==> src/rtl/fp16_pkg.sv <==
// Shared types and constants for the half-precision memory adder engine.
// The state enum and operand struct are used by the top and the align stage.
package fp16_pkg;

  localparam int         BIAS    = 15;
  localparam logic [4:0] EXP_MAX = 5'h1F;
  localparam int         MANT_W  = 11;

  typedef struct packed {
    logic       sign;
    logic [4:0] exp;
    logic [9:0] frac;
  } fp16_t;

  typedef enum logic [3:0] {
    S_IDLE, S_LD0, S_LD1, S_LD2, S_LD3, S_LDW,
    S_ALIGN, S_ADD, S_NORM, S_WRH, S_WRL, S_DONE
  } state_t;

  // Hidden bit is simply |exp; exponent 0 gets no denormal adjustment.
  function automatic logic [MANT_W-1:0] unpackMant(input fp16_t v);
    return {|v.exp, v.frac};
  endfunction

endpackage

==> src/rtl/fp16_align_shift.sv <==
// Picks the larger-magnitude operand (ties go to operand 1) and right-shifts
// the smaller mantissa by the exponent difference, dropping shifted-out bits.
module fp16_align_shift
  import fp16_pkg::*;
(
  input  fp16_t             i_a,
  input  fp16_t             i_b,
  output fp16_t             o_big,
  output logic [MANT_W-1:0] o_bigMant,
  output logic [MANT_W-1:0] o_smallMant,
  output logic [4:0]        o_expBig
);

  fp16_t      w_small;
  logic [4:0] w_shift;

  always_comb begin
    if ({i_b.exp, i_b.frac} > {i_a.exp, i_a.frac}) begin
      o_big   = i_b;
      w_small = i_a;
    end else begin
      o_big   = i_a;
      w_small = i_b;
    end
    o_expBig  = o_big.exp;
    o_bigMant = unpackMant(o_big);
    w_shift   = o_big.exp - w_small.exp;
    if (w_shift >= 5'd11)
      o_smallMant = '0;
    else
      o_smallMant = unpackMant(w_small) >> w_shift;
  end

endmodule

==> src/rtl/fp16_mem_add_engine.sv <==
// Multi-cycle fp16 adder: loads two operands from data memory, adds them with
// truncation, writes the result back, then holds done until start rises.
module fp16_mem_add_engine
  import fp16_pkg::*;
#(
  parameter int AW        = 8,
  parameter int BASE_ADDR = 128
)
(
  input  logic          clk,
  input  logic          reset,
  input  logic          start,
  output logic          done,
  output logic          err,
  output logic [AW-1:0] mem_addr,
  input  logic [7:0]    mem_rd_data,
  output logic          mem_wr_en,
  output logic [7:0]    mem_wr_data
);

  state_t             r_state, w_stateNext;
  logic               r_startQ;
  logic [15:0]        r_op1, r_op2;
  fp16_t              r_big;
  logic [MANT_W-1:0]  r_bigMant, r_smallMant;
  logic [4:0]         r_expBig;
  logic [11:0]        r_sum;
  logic [15:0]        r_result;
  logic               r_done, r_err;

  fp16_t              w_op1, w_op2, w_big;
  logic [MANT_W-1:0]  w_bigMant, w_smallMant;
  logic [4:0]         w_expBig;
  logic               w_signDiff;
  logic [5:0]         w_expN;
  logic [9:0]         w_fracN;
  logic [15:0]        w_result;

  assign w_op1      = fp16_t'(r_op1);
  assign w_op2      = fp16_t'(r_op2);
  assign w_signDiff = w_op1.sign ^ w_op2.sign;

  fp16_align_shift u_align (
    .i_a         (w_op1),
    .i_b         (w_op2),
    .o_big       (w_big),
    .o_bigMant   (w_bigMant),
    .o_smallMant (w_smallMant),
    .o_expBig    (w_expBig)
  );

  // A high start aborts from any state; a falling start launches from IDLE.
  always_comb begin
    w_stateNext = r_state;
    if (start) begin
      w_stateNext = S_IDLE;
    end else begin
      case (r_state)
        S_IDLE:  if (r_startQ) w_stateNext = S_LD0;
        S_LD0:   w_stateNext = S_LD1;
        S_LD1:   w_stateNext = S_LD2;
        S_LD2:   w_stateNext = S_LD3;
        S_LD3:   w_stateNext = S_LDW;
        S_LDW:   w_stateNext = S_ALIGN;
        S_ALIGN: w_stateNext = S_ADD;
        S_ADD:   w_stateNext = S_NORM;
        S_NORM:  w_stateNext = S_WRH;
        S_WRH:   w_stateNext = S_WRL;
        S_WRL:   w_stateNext = S_DONE;
        S_DONE:  w_stateNext = S_DONE;
        default: w_stateNext = S_IDLE;
      endcase
    end
  end

  always_ff @(posedge clk) begin
    if (reset) begin
      r_state  <= S_IDLE;
      r_startQ <= 1'b0;
      r_done   <= 1'b0;
      r_err    <= 1'b0;
    end else begin
      r_state  <= w_stateNext;
      r_startQ <= start;
      r_done   <= (w_stateNext == S_DONE);
      r_err    <= (r_state == S_WRL) && (w_stateNext == S_DONE) && w_signDiff;
    end
  end

  // Read data trails the address by one cycle, so each capture uses the
  // address issued in the previous state.
  always_ff @(posedge clk) begin
    if (reset) begin
      r_op1       <= '0;
      r_op2       <= '0;
      r_big       <= '0;
      r_bigMant   <= '0;
      r_smallMant <= '0;
      r_expBig    <= '0;
      r_sum       <= '0;
      r_result    <= '0;
    end else begin
      case (r_state)
        S_LD1:   r_op1[15:8] <= mem_rd_data;
        S_LD2:   r_op1[7:0]  <= mem_rd_data;
        S_LD3:   r_op2[15:8] <= mem_rd_data;
        S_LDW:   r_op2[7:0]  <= mem_rd_data;
        S_ALIGN: begin
          r_big       <= w_big;
          r_bigMant   <= w_bigMant;
          r_smallMant <= w_smallMant;
          r_expBig    <= w_expBig;
        end
        S_ADD:   r_sum    <= {1'b0, r_bigMant} + {1'b0, r_smallMant};
        S_NORM:  r_result <= w_result;
        default: ;
      endcase
    end
  end

  // Normalize with truncation; mismatched signs pass the big operand through.
  always_comb begin
    w_expN  = {1'b0, r_expBig};
    w_fracN = r_sum[9:0];
    if (r_sum[11]) begin
      w_expN  = {1'b0, r_expBig} + 6'd1;
      w_fracN = r_sum[10:1];
    end else if ((r_expBig == 5'd0) && r_sum[10]) begin
      w_expN = 6'd1;
    end
    if (w_signDiff)
      w_result = r_big;
    else if ((w_expN >= {1'b0, EXP_MAX}) || (w_op1.exp == EXP_MAX) || (w_op2.exp == EXP_MAX))
      w_result = {w_op1.sign, EXP_MAX, 10'h000};
    else
      w_result = {w_op1.sign, w_expN[4:0], w_fracN};
  end

  always_comb begin
    mem_addr    = '0;
    mem_wr_en   = 1'b0;
    mem_wr_data = 8'h00;
    case (r_state)
      S_LD0: mem_addr = AW'(BASE_ADDR);
      S_LD1: mem_addr = AW'(BASE_ADDR + 1);
      S_LD2: mem_addr = AW'(BASE_ADDR + 2);
      S_LD3: mem_addr = AW'(BASE_ADDR + 3);
      S_WRH: begin
        mem_addr    = AW'(BASE_ADDR + 4);
        mem_wr_en   = !start && !reset;
        mem_wr_data = r_result[15:8];
      end
      S_WRL: begin
        mem_addr    = AW'(BASE_ADDR + 5);
        mem_wr_en   = !start && !reset;
        mem_wr_data = r_result[7:0];
      end
      default: ;
    endcase
  end

  assign done = r_done;
  assign err  = r_err;

endmodule

==> config.mk <==
export PLATFORM = sky130hd
export DESIGN_NAME = fp16_mem_add_engine
export DESIGN_NICKNAME = d
export VERILOG_FILES = /design/src/rtl/fp16_pkg.sv /design/src/rtl/fp16_align_shift.sv /design/src/rtl/fp16_mem_add_engine.sv
export SDC_FILE = /design/constraint.sdc
export NUM_CORES = 1
export LEC_CHECK = 0
export ABC_AREA = 1
export BUFFER_PORTS_ARGS = -buffer_cell sky130_fd_sc_hd__buf_2
export CORE_MARGIN = 5
export CORE_UTILIZATION = 62
export CTS_BUF_LIST = sky130_fd_sc_hd__clkbuf_8 sky130_fd_sc_hd__clkbuf_16
export DETAILED_ROUTE_END_ITERATION = 16
export PLACE_DENSITY = 0.81
export SLEW_MARGIN = 0
export SYNTH_ARGS = -nofsm -noshare
export SYNTH_HDL_FRONTEND = slang
export SYNTH_SLANG_ARGS = --single-unit
==> constraint.sdc <==
create_clock -name clk -period 3.6 [get_ports clk]
set_input_delay 0.36 -clock clk [delete_from_list [all_inputs] [get_ports clk]]
set_output_delay 0.36 -clock clk [all_outputs]
set_load 0.01 [all_outputs]
After elaboration in Yosys (flattened, before gate mapping)
Index checks and enable logic that the tools add are counted.

Flip-flop bits (word level): 105. Word-level logic and storage cells: 65.

$add $sub $neg: 3. Order comparisons: 3. Equality and inequality tests: 14. Shift operators: 1. Muxes and demuxes: 14. Bitwise gates (word level): 1. Reduce and logical (&&, ||, !) cells: 14.

Operators with widths (number): $pmux W8 S6 (1); $pmux W4 S11 (1); $mux W16 (2); $mux W15 (2); $eq A4 B4 Y1 const B (5); $eq A4 B3 Y1 const B (4); $pmux W8 S2 (1); $gt A15 B15 Y1 (1); $add A11 B11 Y12 (1); $mux W11 (1); $shr A11 B5 Y11 (1); $eq A5 B5 Y1 const B (2); $mux W10 (1); $reduce_or A5 Y1 (2); $eq A4 B2 Y1 const B (2); $mux W4 (2); $add A5 B1 Y6 const B (1); $ge A6 B5 Y1 const B (1); $mux W6 (1); $ge A5 B4 Y1 const B (1); $logic_not A5 Y1 (1); $mux W5 (1); $sub A5 B5 Y5 (1); $eq A4 B1 Y1 const B (1); 7 further kinds (13).

Depth between registers and ports, before layout
Gate-level depths: netlist (run 1).

Depth after elaboration: 9. Mapped depth: 25.

Cells and area by module
A second synthesis (run 1) with hierarchy kept.

Cell total of the unflattened synthesis: 1032. Area, all modules: 6711.4 um2.

By module, submodules not included: fp16_mem_add_engine (times used 1, cells each 715, area an instance 5054.8 um2); fp16_align_shift (times used 1, cells each 317, area an instance 1656.6 um2).

Worst setup path before layout (run 1)
Ideal clock, no wire load.

Kind: reg2reg. From: reg r_op1[13]. To: reg r_smallMant[0]. Setup time: 0.071 ns. Data arrival time: 2.784 ns. Required time: 3.529 ns. Setup slack: 0.746 ns. Cell stages (with the launch flop): 21. Path buffers: 2. Clock period less this slack: 2.854 ns. Cell sequence: dfxtp_1 > inv_1 > ha_1 > nand2_1 > nor2_2 > inv_2 > nor2_4 > nand4_4 > nand2_4 > buf_8 > nand2_1 > nand2_1 > nand2_2 > ha_1 > clkbuf_1 > nand3_1 > nand2_1 > nand3_1 > nand2_1 > nand2_1 > a21oi_1.

Cells in the longest elaborated chain, start to end: 5. Elaborated cells between the ends (all ways): 8. Classes of those cells: add/sub (1); order compare (2); shift (1); mux (3); reduce/logical (1).

RTL lines: start: declaration (RTL line fp16_mem_add_engine.sv:23) `logic [15:0] r_op1, r_op2;`; start signal: assignment (RTL line fp16_mem_add_engine.sv:104) `S_LD1: r_op1[15:8] <= mem_rd_data;`; $gt A15 B15 Y1 (RTL line fp16_align_shift.sv:18) `if ({i_b.exp, i_b.frac} > {i_a.exp, i_a.frac}) begin`; $mux W16 or $mux W15 (tied branches) (RTL line fp16_align_shift.sv:18); $sub A5 B5 Y5 or $reduce_or A5 Y1 (tied branches) (RTL line fp16_align_shift.sv:27, fp16_pkg.sv:22); $ge A5 B4 Y1 or $shr A11 B5 Y11 (tied branches) (RTL line fp16_align_shift.sv:28, fp16_align_shift.sv:31); $mux W11 * (RTL line fp16_align_shift.sv:28) `if (w_shift >= 5'd11)`; end signal: assignment (RTL line fp16_mem_add_engine.sv:111) `r_smallMant <= w_smallMant;`; end: declaration (RTL line fp16_mem_add_engine.sv:25) `logic [MANT_W-1:0] r_bigMant, r_smallMant;`.

Every way passes the cells marked *; elsewhere a longest branch is shown, timed or not. A chain may end at the register's enable or synchronous reset.

Worst setup path after layout (run 1)
From: reg r_op1[14]. To: reg r_smallMant[2].

The elaborated chain is that of the path after synthesis.

==> flow_metrics.tcl, run 1 <==
set metrics [dict create \
    via_per_inst 5.593 \
    hold_path.class "in2reg" \
    grt_pass1_vias 5228 \
    drc_errors 0 \
    diodes 0 \
    p_comb_share_pct 10.0 \
    report.final.slew_viol_count 0 \
    post-route-period-util_pct 89.19 \
    io_pins 30 \
    die_w_microns 107.2 \
    wl_per_cell_microns 14.59 \
    dieHeight_microns 107.2 \
    cts_hold_buffers 0 \
    power_w 0.001955 \
    vdd_drop_max_mv 0.1999 \
    vias 5638 \
    coreArea_sq_mm 0.009240 \
    ys_top_cells_by_area "dfxtp_1 (32%), nand2_1 (13%), o21ai_0 (7.3%), inv_1 (6.9%), a21oi_1 (6.2%)" \
    final_cell_mix "nand2_1 (202), inv_1 (108), dfxtp_1 (95)" \
    clk_transition_reported_paths_ns 0.11 \
    numClockSinks 95 \
    finalSetupTns_ns 0 \
    syn_area_sq_mm 0.005857 \
    syn_to_final_growth_pct 6.067 \
    sw_frac_of_total_pct 29.46 \
    ant_nets 0 \
    final_common_cell "nand2_1" \
    path_max_fanout 17 \
    synth_area_per_cell_sq_um 6.748 \
    synth.largest_area_cell "dfxtp_1" \
    grt_max_degree 64 \
    synth.distinct_cells 47 \
    fmax_ghz 0.3114 \
    design.die.area_sq_mm 0.01149 \
    period_minus_slack_ns 3.211 \
    clockRootBuffer "clkbuf_8" \
    fin_skew_ns 0.02044 \
    path_class "reg2reg" \
    grt-ovfl-total 0 \
    worstMarginPinSlew_ns 0.7883 \
    relSlewSlack_pct 47.25 \
    drt-initial-drc-count 419 \
    dr.pass1.iters 5 \
    synth_cells 868 \
    cts_max_level 3 \
    rsz0062_at_grt "no" \
    initial_core_util_pct 63.39 \
    powerDensity_mw_per_mm2 314.8 \
    hp-start "start" \
    hold_viol 0 \
    worstSetupEndpointType "flop" \
    ys_seq_elements 95 \
    power_frac_seq_pct 54.0 \
    finalSetupViolations 0 \
    cts_tree "built" \
    p_sw_w 0.0005760 \
    rows 35 \
    clock_latency_ns 0.37 \
    max_cap_violations 0 \
    cp-startpoint "r_op1[14]" \
    grt_pass1_wl_microns 24620 \
    ys_seq_area_share_pct 32.47 \
    grt.total_usage_pct 26.36 \
    required_ns 3.89 \
    hpwlAfterDp_microns 11170 \
    portBuffers 25 \
    gp_congestion 1.061 \
    drive_above_1_share_pct 10.24 \
    startpoint_type "flop" \
    status "complete, no violations" \
    grt_antenna_before_repair 0 \
    wl_microns 14710 \
    rr_startpoint "r_op1[14]" \
    yosys_warnings 0 \
    async_flop_share_pct 0 \
    p_leak_nw 2.890 \
    clkPwrFrac_pct 36.0 \
    worst_ep_arrival_time_ns 3.50 \
    p_int_w 0.001379 \
    clockBufferDepth 2 \
    tritoncts.num_buffers 9 \
    ys.flop_type "dfxtp_1" \
    synth_edf_count 0 \
    layout.nets 915 \
    yosysTopAreaCellShare_pct 32.47 \
]
==> state kept, by name, summed over array words and instances (netlist names), 4 cells and up <==
name	count
r_op1	16
r_op2	16
r_result	16
r_sum	12
r_smallMant	11
r_big	10
r_expBig	5
r_state	4
==> cell families (layout without fill, tap and decap cells) <==
family,Yosys count,in the layout,synth area share [%]
and+or+nand+nor,358,358,27.64
AOI/OAI and AO/OA,219,219,21.09
buffers and inverters,156,164,10.85
DFF,95,95,32.47
adders and majority gates,30,30,6.537
xor gates and xnor gates,9,9,1.346
other,1,4,0.06403
==> per-stage QoR <==
step                      hold WS, ns  utilization, %  std cells  area, sq um  worst slack [ns]
after CTS                      0.1847           67.20       1008         6210            0.3507
after detailed placement       0.4497           65.08        992         6013            0.3841
after floorplan                0.4245               -        871         5868            0.7455
after global routing           0.1999           67.23       1008         6212           0.03136
after global placement         0.4409           65.08        992         6013            0.5223
final                          0.1963           67.23       1008         6212            0.3891
==> cells in the mapped netlist, types with 5 or more instances <==
cell / number
o21ai_1: 6
dfxtp_1: 95
nor2_1: 51
nand2_1: 202
nand2_4: 7
clkbuf_1: 28
o211ai_1: 26
ha_1: 29
a21oi_1: 73
xor2_1: 9
a31oi_1: 13
o21ai_0: 85
a21oi_2: 5
nand3_1: 66
inv_1: 108
nand2_2: 10
buf_4: 5
==> routing by layer <==
layer  vias to the layer above  wire length, microns  global-route usage [%]  part of all wire [%]
li1                       2877                     -                       -                     -
met1                      2550                  6281                   33.91                    43
met2                       185                  7172                   45.17                    49
met3                        26                   985                   3.492                   6.7
met4                         0                   266                   9.224                   1.8
met5                         -                     0                       0                     0
==> area by class of cell <==
type,instances,area (sq um)
Tap cell,129,161.4
Multi-Input combinational cell,620,3333
Clock buffer,9,123.9
Sequential cell,95,1902
Inverter,115,434.2
Fill cell,812,3028
Clock inverter,7,72.57
Timing Repair Buffer,33,185.2
==> final timing paths <==
kind                    end  slack [ns]  depth (start not counted)
max reg2reg  r_smallMant[2]        0.39                         20
min              r_state[2]        0.20                          2
max          r_smallMant[2]        0.39                         20
min reg2reg        r_sum[0]        0.47                          2
==> worst max-delay path, stage by stage (launching register included) <==
cell and delay, ns:
dfxtp_1 0.38, inv_1 0.10, ha_1 0.37, nand2_1 0.11, nor2_2 0.17, inv_2 0.07
nor2_4 0.14, nand4_4 0.16, nand2_4 0.23, nand2_1 0.07, nand2_1 0.11, nand2_2 0.08
ha_1 0.31, clkinv_1 0.22, nand3_1 0.16, nand2_1 0.08, nand2_1 0.06, nand2_1 0.05
nand2_1 0.05, nand3b_1 0.07, a21oi_1 0.14
==> power by group through the flow <==
stage | Clock [W] | Sequential, W | Combinational (W)
after global placement | 0 | 0.00108 | 0.000186
after CTS | 0.000714 | 0.00106 | 0.000191
final | 0.000705 | 0.00106 | 0.000195
after detailed placement | 0 | 0.00108 | 0.000190
after global routing | 0.000772 | 0.00106 | 0.000217
after floorplan | 0 | 0.00108 | 0.000164
==> what timing repair did <==
item,4_1_cts,5_1_grt
endpoints found under the setup margin,0,2
gates resized for setup,0,1
setup buffers,0,0
(Power assumes the default switching activity.)
==> run 2, diff against run 1 <==
--- a/config.mk
+++ b/config.mk
@@ -6,9 +6,11 @@
 export NUM_CORES = 1
 export LEC_CHECK = 0
 export ABC_AREA = 1
-export BUFFER_PORTS_ARGS = -buffer_cell sky130_fd_sc_hd__buf_2
+export BUFFER_PORTS_ARGS = -buffer_cell sky130_fd_sc_hd__buf_4
+export CELL_PAD_IN_SITES_DETAIL_PLACEMENT = 1
+export CELL_PAD_IN_SITES_GLOBAL_PLACEMENT = 1
 export CORE_MARGIN = 5
-export CORE_UTILIZATION = 62
+export CORE_UTILIZATION = 45
 export CTS_BUF_LIST = sky130_fd_sc_hd__clkbuf_8 sky130_fd_sc_hd__clkbuf_16
 export DETAILED_ROUTE_END_ITERATION = 16
 export PLACE_DENSITY = 0.81
==> run 2 against run 1 <==
  * Sequential share of layout area fell by 1.1 points
  * Clock-buffer cell count did not move
  * Setup slack got worse by 0.055 ns
  * Flip-flop and latch count did not move
  * Utilization fell by 16 points
  * Clock skew fell by 0.010 ns
  * Fmax fell by 1.7%
  * Highest routed layer unchanged
==> flow_metrics.tcl, run 2 (synthesis results as in run 1) <==
set metrics [dict create \
    drive_above_1_share_pct 10.23 \
    final_common_cell "nand2_1" \
    grt_max_degree 47 \
    fin_skew_ns 0.01012 \
    layout.nets 918 \
    cp-startpoint "r_op1[13]" \
    worstMarginPinSlew_ns 0.8689 \
    tritoncts.num_buffers 9 \
    fin_hold_ws_ns 0.2162 \
    wl_microns 18000 \
    ctsResizeCount 0 \
    rr_startpoint "r_op1[13]" \
    r2r_cells 19 \
    syn_to_final_growth_pct 10.06 \
    clock_latency_ns 0.35 \
    cp-endpoint "r_smallMant[0]" \
    cts_hold_buffers 0 \
    crit_chain "inv_1, ha_1, nand2_1, nor2_2, inv_2, nor2_4, nand4_4, nand2_8, nand2_1, nand2_1, nand2_2, ha_1, buf_4, nand3_1, nand2_1, nand3_1, nand2_1, nand2_1, a21oi_1" \
    gp_congestion 0.8486 \
    io_pins 30 \
    path_depth 19 \
    drc_errors 0 \
    grt.total_usage_pct 24.85 \
    dieHeight_microns 124.1 \
    dr.pass1.iters 5 \
    grt-ovfl-total 0 \
    cts_max_level 3 \
    r2r-end "r_smallMant[0]" \
    portBuffers 25 \
    worst_ep_arrival_time_ns 3.53 \
    via_per_inst 5.447 \
    status "complete, no violations" \
    required_ns 3.86 \
    hold_path.class "in2reg" \
    finalSetupViolations 0 \
    design.die.area_sq_mm 0.01540 \
    grt_pass1_wl_microns 29930 \
    relSlewSlack_pct 41.86 \
    fmax_ghz 0.3062 \
    numClockSinks 95 \
    power_w 0.002210 \
    fillers 1732 \
    critPathMaxStageDelay_ns 0.39 \
    vias 5730 \
    drt-initial-drc-count 342 \
    report.final.slew_viol_count 0 \
    max_cap_violations 0 \
    vdd_drop_max_mv 0.1984 \
    cp_slowest_cell "ha_1" \
    rows 41 \
    final_cell_mix "nand2_1 (202), inv_1 (110), dfxtp_1 (95)" \
    path_class "reg2reg" \
    path_buf_inv 3 \
    clk_transition_reported_paths_ns 0.07 \
    post_cts_buffers 0 \
    path_max_fanout 18 \
    rrSetupSlack_ns 0.33 \
    diodes 0 \
    post-route-period-util_pct 90.73 \
    period_minus_slack_ns 3.266 \
    grt_pass1_vias 5951 \
    die_w_microns 124.1 \
    grt_antenna_before_repair 0 \
    hpwlAfterDp_microns 13880 \
    cts_tree "built" \
    powerDensity_mw_per_mm2 342.9 \
    cpMostUsedCell "nand2_1" \
    hold_viol 0 \
    rsz0062_at_grt "no" \
    crit_family "simple AND/OR/NAND/NOR gates" \
    largestRegisters "r_op1 x16, r_op2 x16, r_result x16" \
    ant_nets 0 \
    wl_per_cell_microns 17.11 \
    worstSetupEndpointType "flop" \
    clockBufferDepth 2 \
    p_leak_nw 2.954 \
    clockRootBuffer "clkbuf_16" \
    startpoint_type "flop" \
    finalSetupTns_ns 0 \
    initial_core_util_pct 46.22 \
    coreArea_sq_mm 0.01267 \
]
-- run 2: cell types whose count changed in the layout (fill, tap and decap cells not counted), sizes merged --
cell	change
inv	-2
bufinv	+1
clkinv	-2
clkinvlp	+1
buf	+3
-- run 2: power breakdown --
| group | switching [W] | internal, W | leakage, nW |
|---|---|---|---|
| sequential | 0.00000225 | 0.00105 | 0.765 |
| clock | 0.000410 | 0.000527 | 0.140 |
| combinational | 0.000157 | 0.0000601 | 2.05 |
| total | 0.000569 | 0.00164 | 2.95 |
-- run 2: per-layer routing --
metal / global-route usage [%] / wire [microns] / vias to the layer above
met5: 0 / 0 / -
met4: 7.187 / 316 / 0
met3: 3.906 / 573 / 33
met2: 44.12 / 8934 / 100
met1: 31.02 / 8179 / 2722
li1: - / - / 2875
-- run 2: how the worst min path moves through the flow --
stage / depth (start not counted) / slack [ns] / from / endpoint
4_1_cts: 2 / 0.20 / start / r_state[2]
5_1_grt: 2 / 0.20 / start / r_state[2]
2_1_floorplan: 2 / 0.42 / r_sum[0] / r_sum[0]
3_3_place_gp: 2 / 0.44 / r_sum[0] / r_sum[0]
6_report: 2 / 0.22 / start / r_state[2]
3_5_place_dp: 2 / 0.45 / r_sum[0] / r_sum[0]
-- run 2: final cells by class --
type	count	area [sq um]	area share, %
Multi-Input combinational cell	620	3342	51.84
Tap cell	172	215.2	3.339
Inverter	115	437.9	6.793
Clock buffer	9	225.2	3.494
Sequential cell	95	1902	29.50
Clock inverter	5	53.80	0.8346
Timing Repair Buffer	36	270.3	4.193
-- run 2: metrics by stage --
stage          instances  util (%)  setup WS [ns]  instance area, sq um
6_report            1052     50.87         0.3337                  6446
5_1_grt             1052     50.87        0.01291                  6446
4_1_cts             1052     50.76         0.3039                  6431
3_5_place_dp        1038     48.55         0.4148                  6152
3_3_place_gp        1038     48.55         0.5438                  6152
2_1_floorplan        871         -         0.7455                  5868
